## src/rtl/satatrn_txsched.sv

```systemverilog
// Transport-layer TX scheduler: splits a host-to-device DMA stream into DATA FIS payloads.
// Optional DMA Activate timeout is enabled with `define SATATRN_TXSCHED_TIMEOUT_EN.
module satatrn_txsched #(
    parameter int LGLEN     = 24,
    parameter int MAXFIS    = 2048,
    parameter int LGTIMEOUT = 20
) (
    input  logic             i_clk,
    input  logic             i_reset,
    input  logic             i_start,
    input  logic [LGLEN-1:0] i_len,
    input  logic             i_abort,
    input  logic             i_dma_activate,
    output logic             o_busy,
    output logic             o_done,
    output logic             o_err,
    output logic             o_txgate,
    input  logic             i_valid,
    output logic             o_ready,
    input  logic [31:0]      i_data,
    output logic             o_valid,
    input  logic             i_ready,
    output logic [31:0]      o_data,
    output logic             o_last
);

    localparam logic [LGLEN-1:0] MAXFIS_L = LGLEN'(MAXFIS);

    typedef enum logic [1:0] {
        IDLE     = 2'd0,
        WAIT_ACT = 2'd1,
        XFER     = 2'd2
    } state_t;

    state_t           state;
    logic [LGLEN-1:0] remaining;
    logic [LGLEN-1:0] fiscnt;
    logic             abort_pend;
    logic             in_xfer;
    logic             aborting;
    logic             beat;

`ifdef SATATRN_TXSCHED_TIMEOUT_EN
    logic [LGTIMEOUT-1:0] tcnt;
`else
    logic [LGTIMEOUT-1:0] unused_tmo;
    assign unused_tmo = '0;
`endif

    // Zero-latency pass-through; an abort raised this cycle already closes the FIS.
    assign in_xfer  = (state == XFER);
    assign aborting = abort_pend | i_abort;
    assign o_valid  = in_xfer & i_valid;
    assign o_ready  = in_xfer & i_ready;
    assign o_data   = in_xfer ? i_data : 32'd0;
    assign o_last   = in_xfer & ((fiscnt == {{(LGLEN-1){1'b0}}, 1'b1}) | aborting);
    assign beat     = o_valid & i_ready;

    always_ff @(posedge i_clk or posedge i_reset) begin
        if (i_reset) begin
            state      <= IDLE;
            remaining  <= '0;
            fiscnt     <= '0;
            abort_pend <= 1'b0;
            o_busy     <= 1'b0;
            o_done     <= 1'b0;
            o_err      <= 1'b0;
            o_txgate   <= 1'b0;
`ifdef SATATRN_TXSCHED_TIMEOUT_EN
            tcnt       <= '0;
`endif
        end else begin
            o_done <= 1'b0;
            o_err  <= 1'b0;
            case (state)
                IDLE: begin
                    abort_pend <= 1'b0;
                    if (i_start) begin
                        if (i_len == '0) begin
                            o_done <= 1'b1;
                        end else begin
                            remaining <= i_len;
                            state     <= WAIT_ACT;
                            o_busy    <= 1'b1;
`ifdef SATATRN_TXSCHED_TIMEOUT_EN
                            tcnt      <= {{(LGTIMEOUT-1){1'b0}}, 1'b1};
`endif
                        end
                    end
                end
                WAIT_ACT: begin
`ifdef SATATRN_TXSCHED_TIMEOUT_EN
                    tcnt <= tcnt + 1'b1;
`endif
                    if (i_abort) begin
                        state  <= IDLE;
                        o_busy <= 1'b0;
                        o_err  <= 1'b1;
                    end else if (i_dma_activate) begin
                        fiscnt   <= (remaining < MAXFIS_L) ? remaining : MAXFIS_L;
                        state    <= XFER;
                        o_txgate <= 1'b1;
                    end
`ifdef SATATRN_TXSCHED_TIMEOUT_EN
                    else if (tcnt == '1) begin
                        state  <= IDLE;
                        o_busy <= 1'b0;
                        o_err  <= 1'b1;
                    end
`endif
                end
                XFER: begin
                    if (i_abort)
                        abort_pend <= 1'b1;
                    if (beat) begin
                        fiscnt    <= fiscnt - 1'b1;
                        remaining <= remaining - 1'b1;
                        o_txgate  <= 1'b0;
                        if (o_last) begin
                            abort_pend <= 1'b0;
                            if (aborting) begin
                                state  <= IDLE;
                                o_busy <= 1'b0;
                                o_err  <= 1'b1;
                            end else if (remaining == {{(LGLEN-1){1'b0}}, 1'b1}) begin
                                state  <= IDLE;
                                o_busy <= 1'b0;
                                o_done <= 1'b1;
                            end else begin
                                state <= WAIT_ACT;
`ifdef SATATRN_TXSCHED_TIMEOUT_EN
                                tcnt  <= {{(LGTIMEOUT-1){1'b0}}, 1'b1};
`endif
                            end
                        end
                    end
                end
                default: begin
                    state  <= IDLE;
                    o_busy <= 1'b0;
                end
            endcase
        end
    end

endmodule

```

## config.mk

```make
export PLATFORM = sky130hd
export DESIGN_NAME = satatrn_txsched
export DESIGN_NICKNAME = d
export VERILOG_FILES = /design/src/rtl/satatrn_txsched.sv
export SDC_FILE = /design/constraint.sdc
export NUM_CORES = 1
export LEC_CHECK = 0
export BUFFER_PORTS_ARGS = -buffer_cell sky130_fd_sc_hd__clkbuf_2
export CORE_UTILIZATION = 40
export CTS_BUF_LIST = sky130_fd_sc_hd__clkbuf_2
export DETAILED_ROUTE_END_ITERATION = 16
export GPL_TIMING_DRIVEN = 0
export HOLD_SLACK_MARGIN = 0.02
export PLACE_DENSITY = 0.65
export SKIP_CTS_REPAIR_TIMING = 1
export SLEW_MARGIN = 20
export SYNTH_ARGS = -nofsm -noshare
export SYNTH_HDL_FRONTEND = slang
export SYNTH_SLANG_ARGS = --single-unit
```

## constraint.sdc

```tcl
create_clock -name i_clk -period 5.48 [get_ports i_clk]
set_input_delay 0 -clock i_clk [delete_from_list [all_inputs] [get_ports i_clk]]
set_output_delay 0 -clock i_clk [all_outputs]
set_load 0.01 [all_outputs]
```

==> results.py <==
metrics = {
    "logic_synthesis": {
        "async_reset_ff_frac": 1.00,
        "synth-xor-area-share": 0,
        "synth_top_family_by_area": "simple AND/OR/NAND/NOR gates",
        "synth_edf_count": 0,
        "yosysSeqAreaShare": 0.343,
        "yosys_warnings": 0,
        "yosys.area_share.adder": 0.0250,
        "yosys.cell_types.count": 71,
        "synth-main-ff-cell": "dfrtp_1",
        "avgSynthCellArea_um2": 8.35,
        "syn-cell-area_um2": 4010,
        "synth_compound_area_frac": 0.267,
        "netlist_instances": 480,
        "synth.area.mux_share": 0.00905,
        "yosys.area_share.simple": 0.298,
        "synth_fp_nets": 551,
        "ys_ff_latch": 55,
    },
    "cts": {
        "clkTransAtPathRegs_ns": 0.34,
        "h-tree-depth": 2,
        "cts_tree": "done",
        "clk_path_buf_depth": 2,
        "insertion_delay_ns": 0.52,
        "clock_sinks": 55,
        "cts-root-buf": "clkbuf_2",
        "numCtsBuffers": 5,
    },
    "timing": {
        "skew_ns": 0.0232,
        "drv_slew": 0,
        "setup_viol": 0,
        "max_clock_freq_ghz": 0.354,
        "post-route-period-util": 0.516,
        "worstMarginPinSlew_ns": 0.944,
        "finalHoldViolations": 0,
        "rsz0062_at_grt": "false",
        "worst_hold_slack_ns": 0.0528,
        "finalCriticalPeriod_ns": 2.83,
        "setup_tns_ns": 0,
        "relSlewSlack": 0.371,
    },
    "global_routing": {
        "overflow": 0,
        "grtUsageTotal": 0.259,
        "antenna_found_initial": 0,
        "grt_pass1_wl_mm": 20.6,
        "first_global_vias": 4108,
        "grt_max_degree": 43,
    },
    "route": {
        "drtPass1Iterations": 5,
        "num_vias": 4470,
        "ant_nets": 0,
        "drc_errors": 0,
        "totalWireLength_mm": 13.4,
        "avgRoutedWirePerCell_um": 17.7,
        "routed_via_density": 5.92,
        "drtIter0Drc": 299,
    },
    "setup_path": {
        "cpPeakStageDelay_ns": 0.73,
        "cp.required_ns": 5.95,
        "slowest_stage": "a21oi_1",
        "critPathArrivalTime_ns": 3.30,
        "path_class": "flip-flop to flip-flop",
        "path_cells": "inv_1 -> ha_1 -> buf_2 -> nor4b_1 -> and4_2 -> a21oi_1 -> o211ai_1 -> mux2_2",
        "cp-start-kind": "flip-flop",
        "cp-end-kind": "flip-flop",
        "crit_fanout": 9,
    },
    "placed_design": {
        "dp_hpwl_mm": 9.66,
        "gp_congestion": 0.948,
        "port_buffers": 101,
    },
    "cells_and_area": {
        "final_common_cell": "clkbuf_2",
        "syn2layout_area_growth_pct": 26.8,
        "drive_gt1_frac": 0.232,
        "diodes": 0,
        "fin_nets": 692,
        "final_cell_mix": "clkbuf_2 (106), dfrtp_1 (55), o21ai_0 (43), and2_1 (40), nand2_1 (35)",
    },
    "floorplanning": {
        "placementRows": 36,
        "start_util": 0.412,
        "die_w_um": 102,
        "ios": 102,
        "fp.dieH_um": 102,
        "die_area_um2": 10400,
        "core_area_um2": 9730,
    },
    "pwr": {
        "ir_drop_uv": 273,
        "power.total_uw": 2530,
        "p_leak_uw": 0.00226,
        "p_per_area_nw_per_um2": 498,
    },
    "outcome": {
        "outcome": "completed",
    },
    "worst_hold_path": {
        "hold_path_class": "input port to flip-flop",
    },
    "run": {
        "drv_cap": 0,
    },
}
==> cells in the mapped netlist, drive strengths merged (3+ instances only) <==
library cell,instances,area share
nor3,17,0.021
a32o,5,0.012
or2,3,0.0047
nor2,30,0.028
a31oi,3,0.0047
nor4b,4,0.0087
nor4,17,0.035
o211ai,5,0.0094
and3,9,0.015
o41ai,6,0.013
o31a,4,0.0087
o311ai,4,0.0087
inv,18,0.017
nand3,11,0.014
nand2,35,0.033
a22oi,3,0.0056
or4,9,0.019
o21ai,48,0.061
dfrtp,55,0.34
a32oi,10,0.022
buf,8,0.018
clkbuf,25,0.023
a21oi,28,0.036
nand2b,5,0.0078
a211oi,4,0.0087
a21o,3,0.0059
a211o,11,0.024
or3,8,0.013
ha,8,0.025
nand4,9,0.016
and2,41,0.064
a21boi,3,0.0056
==> final timing paths <==
kind | start | to | slack, ns | cells past startpoint
setup / recovery | state[0] | state[1] | 2.65 | 8
hold / removal | i_len[22] | remaining[13] | 0.05 | 6
setup reg to reg | state[0] | state[1] | 2.65 | 8
hold reg to reg | fiscnt[17] | fiscnt[17] | 0.50 | 1
max in group asynchronous | i_reset | remaining[3] | 4.56 | 5
min in group asynchronous | i_reset | fiscnt[22] | 0.44 | 4
==> through the flow <==
| stage | worst slack, ns | area, um2 | util | instances |
|---|---|---|---|---|
| 3_5_place_dp | 2.72 | 4710 | 0.484 | 715 |
| 6_report | 2.65 | 5080 | 0.523 | 755 |
| 5_1_grt | 2.46 | 5080 | 0.523 | 755 |
| 4_1_cts | 2.69 | 4760 | 0.490 | 723 |
| 2_1_floorplan | 3.26 | 4010 | - | 480 |
| 3_3_place_gp | 2.82 | 4680 | 0.481 | 714 |
==> critical path, delay by kind of cell (launching register included) <==
family,cells,cell delay (ns)
flip-flops,1,0.46
multiplexers,1,0.35
AND/OR/NAND/NOR,2,0.45
AO/OA/AOI/OAI,2,1.07
adder cells (fa/ha/maj),1,0.19
buffers and inverters,2,0.25
==> per-layer routing <==
layer	vias up	part of all wire	track usage
met1	2108	0.41	0.326
met3	42	0.070	0.0383
met2	222	0.49	0.436
li1	2098	-	-
met4	0	0.039	0.120
met5	-	0	0
==> final cells by class <==
class                   count  area, um2
well taps                 133        166
fillers                   953       4640
flip-flops and latches     55       1380
inverters                  18       70.1
multi-input cells         374       2400
plain buffers              33        165
clock inverters             3       28.8
clock buffers               5       25.0
repair buffers            134        853
==> sequential cells by signal, summed over array words and instances (netlist names) <==
name,flops
o_busy,1
o_txgate,1
state,2
o_done,1
o_err,1
abort_pend,1
remaining,24
fiscnt,24
==> cell families (layout without fill, tap and decap cells) <==
family                   after synthesis  count (layout)
AND/OR/NAND/NOR                      207             207
AO/OA/AOI/OAI                        156             156
flip-flops                            55              55
buffers and inverters                 51             193
adder cells (fa/ha/maj)                8               8
multiplexers                           3               3
==> where the power goes <==
part / internal (uW) / switching (uW) / total [uW]
sequential: 555 / 172 / 727
clock: 37.5 / 160 / 198
combinational: 609 / 999 / 1610
total: 1200 / 1330 / 2530
Power figures use the tool's default switching activity.
